`src/rtl/wb_dma_xfer_seq_if.sv`:
```
// wb_dma_xfer_seq_if
//   Bundles the DMA WISHBONE master-side handshake used by wb_dma_xfer_seq.
//   master modport (sequencer side):
//     out mast_go    request bus cycle
//     out mast_we    1 = write phase, 0 = read phase
//     out mast_wait  suppress the next strobe
//     out mast_adr   current bus address (AW bits)
//     out mast_din   write data (DW bits)
//     in  mast_dout  read data (DW bits)
//     in  mast_drdy  word accepted/returned this cycle
//     in  mast_err   bus error
//   slave modport: the same signals with directions reversed.
interface wb_dma_xfer_seq_if #(
    parameter int unsigned AW = 32,
    parameter int unsigned DW = 32
);
    logic          mast_go;
    logic          mast_we;
    logic          mast_wait;
    logic [AW-1:0] mast_adr;
    logic [DW-1:0] mast_din;
    logic [DW-1:0] mast_dout;
    logic          mast_drdy;
    logic          mast_err;

    modport master (
        output mast_go, mast_we, mast_wait, mast_adr, mast_din,
        input  mast_dout, mast_drdy, mast_err
    );

    modport slave (
        input  mast_go, mast_we, mast_wait, mast_adr, mast_din,
        output mast_dout, mast_drdy, mast_err
    );
endinterface

```
`src/rtl/wb_dma_xfer_seq.sv`:
```
// wb_dma_xfer_seq
//   Memory-to-memory transfer sequencer for the DMA WISHBONE master. One job
//   (source, destination, word count) is moved in chunks of up to BUF_DEPTH
//   words: a chunk is read into a local buffer, then written back out.
//   Ports:
//     clk, rst          clock, asynchronous active-high reset
//     start             job request pulse, sampled only in IDLE
//     src_adr, dst_adr  word-aligned start addresses (bits [1:0] ignored)
//     len               number of words to move
//     busy              job in progress
//     done / err        one-cycle completion / abort pulses
//     words_left        words not yet written
//     mast              master modport of wb_dma_xfer_seq_if
//   Optional feature macro: WB_DMA_XFER_ADR_HOLD_EN
//     adds src_hold / dst_hold inputs (latched with start); a held pointer
//     stays fixed for FIFO-port access.
module wb_dma_xfer_seq #(
    parameter int unsigned AW        = 32,
    parameter int unsigned DW        = 32,
    parameter int unsigned LEN_W     = 12,
    parameter int unsigned BUF_DEPTH = 4
) (
    input  logic                 clk,
    input  logic                 rst,
    input  logic                 start,
    input  logic [AW-1:0]        src_adr,
    input  logic [AW-1:0]        dst_adr,
    input  logic [LEN_W-1:0]     len,
`ifdef WB_DMA_XFER_ADR_HOLD_EN
    input  logic                 src_hold,
    input  logic                 dst_hold,
`endif
    output logic                 busy,
    output logic                 done,
    output logic                 err,
    output logic [LEN_W-1:0]     words_left,
    wb_dma_xfer_seq_if.master    mast
);

    localparam int unsigned PW = $clog2(BUF_DEPTH);
    localparam int unsigned CW = PW + 1;

    typedef enum logic [2:0] {IDLE, READ, TURN, WRITE, FIN} state_t;

    state_t          state;
    logic [AW-1:0]   src_ptr;
    logic [AW-1:0]   dst_ptr;
    logic [PW-1:0]   wp;
    logic [PW-1:0]   rp;
    logic [CW-1:0]   cnt;      // words remaining in the current phase
    logic [CW-1:0]   chunk;    // size of the current chunk
    logic            to_write; // direction of the pending TURN
    logic            go_q;
    logic            we_q;
    logic [DW-1:0]   mem [BUF_DEPTH];

    logic            rd_ack;
    logic            wr_ack;
    logic            last;
    logic            bus_err;
    logic [AW-1:0]   src_step;
    logic [AW-1:0]   dst_step;

`ifdef WB_DMA_XFER_ADR_HOLD_EN
    logic src_hold_q;
    logic dst_hold_q;

    always_ff @(posedge clk or posedge rst) begin
        if (rst) begin
            src_hold_q <= 1'b0;
            dst_hold_q <= 1'b0;
        end else if (state == IDLE && start) begin
            src_hold_q <= src_hold;
            dst_hold_q <= dst_hold;
        end
    end

    assign src_step = src_hold_q ? '0 : AW'(4);
    assign dst_step = dst_hold_q ? '0 : AW'(4);
`else
    assign src_step = AW'(4);
    assign dst_step = AW'(4);
`endif

    function automatic logic [CW-1:0] min_chunk(input logic [LEN_W-1:0] n);
        if (n >= LEN_W'(BUF_DEPTH))
            return CW'(BUF_DEPTH);
        return n[CW-1:0];
    endfunction

    // An error in the same cycle as drdy wins: the word is not counted.
    assign bus_err = (state == READ || state == WRITE) && mast.mast_err;
    assign rd_ack  = (state == READ)  && mast.mast_drdy && !mast.mast_err;
    assign wr_ack  = (state == WRITE) && mast.mast_drdy && !mast.mast_err;
    assign last    = (cnt == CW'(1));

    assign mast.mast_go   = go_q;
    assign mast.mast_we   = we_q;
    assign mast.mast_wait = (state == TURN) || ((rd_ack || wr_ack) && last);
    assign mast.mast_adr  = (state == TURN || state == WRITE) ? dst_ptr : src_ptr;
    // Gated so the data bus reads as zero outside the write phase (and in reset).
    assign mast.mast_din  = (state == WRITE) ? mem[rp] : '0;

    always_ff @(posedge clk) begin
        if (rd_ack)
            mem[wp] <= mast.mast_dout;
    end

    always_ff @(posedge clk or posedge rst) begin
        if (rst) begin
            state      <= IDLE;
            src_ptr    <= '0;
            dst_ptr    <= '0;
            wp         <= '0;
            rp         <= '0;
            cnt        <= '0;
            chunk      <= '0;
            to_write   <= 1'b0;
            go_q       <= 1'b0;
            we_q       <= 1'b0;
            busy       <= 1'b0;
            done       <= 1'b0;
            err        <= 1'b0;
            words_left <= '0;
        end else begin
            done <= 1'b0;
            err  <= 1'b0;
            case (state)
                IDLE: begin
                    if (start) begin
                        words_left <= len;
                        busy       <= 1'b1;
                        if (len != '0) begin
                            src_ptr <= {src_adr[AW-1:2], 2'b00};
                            dst_ptr <= {dst_adr[AW-1:2], 2'b00};
                            wp      <= '0;
                            rp      <= '0;
                            cnt     <= min_chunk(len);
                            chunk   <= min_chunk(len);
                            go_q    <= 1'b1;
                            we_q    <= 1'b0;
                            state   <= READ;
                        end else begin
                            done  <= 1'b1;
                            state <= FIN;
                        end
                    end
                end

                READ: begin
                    if (bus_err) begin
                        go_q  <= 1'b0;
                        busy  <= 1'b0;
                        err   <= 1'b1;
                        state <= IDLE;
                    end else if (rd_ack) begin
                        wp      <= wp + PW'(1);
                        src_ptr <= src_ptr + src_step;
                        cnt     <= cnt - CW'(1);
                        if (last) begin
                            cnt      <= chunk;
                            go_q     <= 1'b0;
                            to_write <= 1'b1;
                            state    <= TURN;
                        end
                    end
                end

                TURN: begin
                    go_q  <= 1'b1;
                    we_q  <= to_write;
                    state <= to_write ? WRITE : READ;
                end

                WRITE: begin
                    if (bus_err) begin
                        go_q  <= 1'b0;
                        we_q  <= 1'b0;
                        busy  <= 1'b0;
                        err   <= 1'b1;
                        state <= IDLE;
                    end else if (wr_ack) begin
                        rp         <= rp + PW'(1);
                        dst_ptr    <= dst_ptr + dst_step;
                        words_left <= words_left - LEN_W'(1);
                        cnt        <= cnt - CW'(1);
                        if (last) begin
                            go_q <= 1'b0;
                            we_q <= 1'b0;
                            // Chunks tile the job, so the final chunk ends at words_left==1.
                            if (words_left == LEN_W'(1)) begin
                                done  <= 1'b1;
                                state <= FIN;
                            end else begin
                                cnt      <= min_chunk(words_left - LEN_W'(1));
                                chunk    <= min_chunk(words_left - LEN_W'(1));
                                to_write <= 1'b0;
                                state    <= TURN;
                            end
                        end
                    end
                end

                FIN: begin
                    busy  <= 1'b0;
                    state <= IDLE;
                end

                default: state <= IDLE;
            endcase
        end
    end

endmodule
```
`src/flat_wrapper.sv`:
```
// flat-port wrapper written by rule: the top's interface ports become plain ports
module wb_dma_xfer_seq_flat 
#(
    parameter int unsigned AW        = 32,
    parameter int unsigned DW        = 32,
    parameter int unsigned LEN_W     = 12,
    parameter int unsigned BUF_DEPTH = 4
)
  (clk, rst, start, src_adr, dst_adr, len, busy, done, err, words_left, mast_mast_go, mast_mast_we, mast_mast_wait, mast_mast_adr, mast_mast_din, mast_mast_dout, mast_mast_drdy, mast_mast_err);
  wb_dma_xfer_seq_if #(.AW(AW), .DW(DW)) mast_i ();
  input  logic clk;
  input  logic rst;
  input  logic start;
  input  logic [AW-1:0] src_adr;
  input  logic [AW-1:0] dst_adr;
  input  logic [LEN_W-1:0] len;
  output logic busy;
  output logic done;
  output logic err;
  output logic [LEN_W-1:0] words_left;
  output wire logic [$bits(mast_i.mast_go)-1:0] mast_mast_go;
  output wire logic [$bits(mast_i.mast_we)-1:0] mast_mast_we;
  output wire logic [$bits(mast_i.mast_wait)-1:0] mast_mast_wait;
  output wire logic [$bits(mast_i.mast_adr)-1:0] mast_mast_adr;
  output wire logic [$bits(mast_i.mast_din)-1:0] mast_mast_din;
  input wire logic [$bits(mast_i.mast_dout)-1:0] mast_mast_dout;
  input wire logic [$bits(mast_i.mast_drdy)-1:0] mast_mast_drdy;
  input wire logic [$bits(mast_i.mast_err)-1:0] mast_mast_err;
  assign mast_mast_go = mast_i.mast_go;
  assign mast_mast_we = mast_i.mast_we;
  assign mast_mast_wait = mast_i.mast_wait;
  assign mast_mast_adr = mast_i.mast_adr;
  assign mast_mast_din = mast_i.mast_din;
  assign mast_i.mast_dout = mast_mast_dout;
  assign mast_i.mast_drdy = mast_mast_drdy;
  assign mast_i.mast_err = mast_mast_err;
  wb_dma_xfer_seq #(.AW(AW), .DW(DW), .LEN_W(LEN_W), .BUF_DEPTH(BUF_DEPTH)) u_core (.clk(clk), .rst(rst), .start(start), .src_adr(src_adr), .dst_adr(dst_adr), .len(len), .busy(busy), .done(done), .err(err), .words_left(words_left), .mast(mast_i));
endmodule
```
`config.mk`:
```
export PLATFORM = sky130hd
export DESIGN_NAME = wb_dma_xfer_seq_flat
export DESIGN_NICKNAME = d
export VERILOG_FILES = /design/src/rtl/wb_dma_xfer_seq_if.sv /design/src/rtl/wb_dma_xfer_seq.sv /design/src/flat_wrapper.sv
export SDC_FILE = /design/constraint.sdc
export NUM_CORES = 1
export LEC_CHECK = 0
export CELL_PAD_IN_SITES_DETAIL_PLACEMENT = 0
export CELL_PAD_IN_SITES_GLOBAL_PLACEMENT = 1
export CORE_MARGIN = 3
export CORE_UTILIZATION = 42
export CTS_CLUSTER_DIAMETER = 150
export CTS_CLUSTER_SIZE = 28
export DETAILED_ROUTE_END_ITERATION = 6
export PLACE_DENSITY_LB_ADDON = 0.1
export SETUP_SLACK_MARGIN = 0.1
export SLEW_MARGIN = 10
export SYNTH_ARGS = -nofsm -noshare
export SYNTH_HDL_FRONTEND = slang
export SYNTH_SLANG_ARGS = --single-unit
```
`constraint.sdc`:
```
create_clock -name clk -period 3.8 [get_ports clk]
set_clock_uncertainty 0.05 [all_clocks]
set_input_delay 0.95 -clock clk [delete_from_list [all_inputs] [get_ports clk]]
set_output_delay 0.95 -clock clk [all_outputs]
set_load 0.005 [all_outputs]
```
==> results.md <==
* Status: complete, no violations
* Hold Crit Class: reg -> reg
* I/O pin cnt at 195
* CP startpoint kind: input pin
* Minimum clock period at around 3500 ps
* RSZ-0062 raised after global routing: no
* Final wirelength at approximately 30 mm
* CP Capture Type: output port
* Final HPWL DP at 20.3 mm
* Yosys top cell area share at a little over a third
* YS warnings at 0
* First-pass GRT wire length at 47.0 mm
* Combinational Power Share at a little over 30%
* CTS Buf Count at 11
* Row count at 58
* Area delta synth->final at 23.6%
* Fin crit share at 92.8%
* Switching Fraction at 32.6%
* CTS tree: yes
* EDFF count, synth at 128
* Initial Utilization at a little over two fifths
* Sequential share of power at roughly half
* Number of filler cells placed in the layout at 2314
* DR pass1 iterations at 5
* Net Sw Power at 2.19 mW
* Leak pwr at between 4 and 5 nW
* Max rail drop VDD at ~0.33 mV
* DIE AREA at 28400 sq um
* Pre-CTS setup slack at 184 ps
* Setup Crit Path Kind: in -> out
* Diode count at 0
* DRC viols at 0
* PortBufs at 188
* Wire per inst at 20.5 microns
* Placed insts at about 1400
* Cell taking the most area after synthesis: edfxtp_1
* Clock share of power at roughly a fifth
* Slew HR at 34.2%
* Routed vias/inst at just under 6
* Synthesized flop and latch total at around 220
* Core Region at roughly 26000 sq um
* Reg area at 6120 sq um
* Die height at 168 microns
* Async set-reset flop share out of synthesis at 41.6%
* GRT Util Overall at 20.6%
* GP Congestion at 0.838
* Chip width at 168 microns
* Endpoints failing setup at 0
* Root buf cell: clkbuf_16
* Sequential area share after synthesis at 55.2%
* Post-Synthesis Cell Area at 11100 sq um
* Pin count of the biggest net entering global routing at 78
* Max Slew Vio Count at 0
* Post-route insts no fill at between 1000 and 1500
* Post-synthesis cell count at 962
* CTS Buffer Depth at 3
* Required @ worst endpoint at around 2800 ps
* Critical path fanouts, max at 5
* DR iter-0 viols at 799
* Layout cell share with drive strength beyond 1 at 11.3%
* Postcts setup bufs at 0
* Vias in the first global route at 8217
* Fmax achieved at between 200 and 300 MHz
* Flop-to-flop setup slack at 880 ps
* Avg Cell Area, Syn at ~12 sq um
* Nets@finish at 1247
* Top post-synthesis cells by area: edfxtp_1, dfrtp_1, mux4_2, a21oi_1, mux2_2
* Post-CTS sizing at 0
* Gr ovfl total at 0
* Antenna violations before repair at 2
* Critical path data arrival time at roughly 2500 ps
* Worst-Margin Slew at 979 ps
* H-tree depth at 1
* Hold Slack at 482 ps
* MaxCap Viol Count at 0
* Leading cell types by count after synthesis: edfxtp_1, dfrtp_1, a21oi_1
* Power density cells at 489 nW/um^2
* Most used standard cell by instance count after synthesis: edfxtp_1
* Total negative slack at 0 ps
* Min setup slack post-route at roughly 280 ps
* Final-report hold violation count at 0
* Post-CTS Hold Fix Bufs at 0
* Total clock sinks at 219
* Power Internal at 4.51 mW
* Count of cell types in the netlist at 70
* Main synth FF type: edfxtp_1
* Worst-path clk slew at roughly 110 ps
* Multi-input logic area at 4620 sq um
* Latest clock arrival within the worst-skew pair at 480 ps
* Antenna Violating Nets Remaining at 0
* Routed via count at 8429
-- final timing paths --
kind                                   endpoint  depth (start not counted)       startpoint
hold / removal                  u_core.chunk[0]                          1  u_core.chunk[0]
hold reg to reg                 u_core.chunk[0]                          1  u_core.chunk[0]
min in group asynchronous  u_core.words_left[3]                          2              rst
setup reg to reg                u_core.chunk[1]                          6  u_core.state[0]
setup / recovery                 mast_mast_wait                          7   mast_mast_drdy
max in group asynchronous     u_core.dst_ptr[5]                          3              rst
-- cell usage in the layout (no fill, tap or decap), types with 5 or more instances in the layout --
cell / count
clkdlybuf4s50_1: 188
edfxtp_1: 128
dfrtp_1: 90
a21oi_1: 82
nand2_1: 67
o21ai_0: 59
nor2_1: 55
nand3_1: 38
and2_1: 38
mux4_2: 32
mux2_2: 30
buf_4: 24
o22ai_1: 22
inv_1: 18
nor3_1: 17
and3_1: 16
nand4_1: 16
a31oi_1: 15
clkbuf_16: 11
o22a_1: 10
ha_1: 10
a2bb2oi_1: 9
o211ai_1: 8
nor4_1: 8
o41ai_1: 6
or4_1: 6
o2bb2ai_1: 6
a32oi_1: 6
a22oi_1: 6
nand2b_1: 5
or3_1: 5
o31ai_1: 5
and4_1: 5
buf_12: 5
-- flip-flops by register name, indices dropped and copies added (netlist names) --
signal,count
u_core.words_left,12
u_core.err,1
u_core.wp,2
u_core.state,3
u_core.cnt,3
u_core.src_ptr,30
u_core.mast.mast_go,1
u_core.to_write,1
u_core.mem,128
u_core.done,1
u_core.rp,2
u_core.busy,1
u_core.chunk,3
u_core.dst_ptr,30
u_core.mast.mast_we,1
-- power groups by stage --
| stage | combinational, mW | clock (mW) | sequential [mW] |
|---|---|---|---|
| after global placement | 2.01 | 0 | 3.42 |
| after CTS | 2.04 | 1.34 | 3.37 |
| final | 2.03 | 1.29 | 3.38 |
| after detailed placement | 2.03 | 0 | 3.43 |
| after floorplan | 1.20 | 0 | 3.23 |
| after global routing | 2.24 | 1.43 | 3.45 |
-- cell type report --
type,instances,area share [%]
Clock inverter,1,0.0548
Tap cell,330,3.02
Timing Repair Buffer,217,15.8
Clock buffer,15,2.12
Sequential cell,219,44.7
Inverter,21,0.585
Multi-Input combinational cell,654,33.7
-- per-layer routing --
metal,up-vias,share of wire (%),GRT usage [%]
li1,4021,-,-
met1,4149,45,29.3
met2,226,48,34.0
met3,29,5.6,3.57
met4,4,1.7,3.70
met5,-,0.13,0
-- through the flow --
| stage | util [%] | area (sq um) | total power [mW] |
|---|---|---|---|
| after CTS | 53.6 | 13700 | 6.76 |
| after detailed placement | 52.4 | 13400 | 5.46 |
| final | 53.6 | 13700 | 6.70 |
| after floorplan | - | 11100 | 4.43 |
| after global placement | 52.4 | 13400 | 5.43 |
| after global routing | 53.6 | 13700 | 7.12 |
-- cells by family (layout without fill, tap and decap cells) --
kind of cell    Yosys count  in the layout  synth area share [%]
simple gates            309            309                  14.9
xor+xnor                  2              2                 0.158
flops                   219            219                  55.2
mux                      66             66                  9.92
other cells               1              2                0.0338
compound gates          265            265                  15.2
buf+inv                  90            254                  3.39
fa+ha+maj                10             10                  1.13
-- worst max-delay path, cell delays in order --
cell and delay [ps]:
clkdlybuf4s50_1 500, nor2b_2 180, nand2_2 100, nor2_2 130
a21oi_1 60, nor2_1 100, clkdlybuf4s50_1 500
Power figures use the tool's default switching activity.
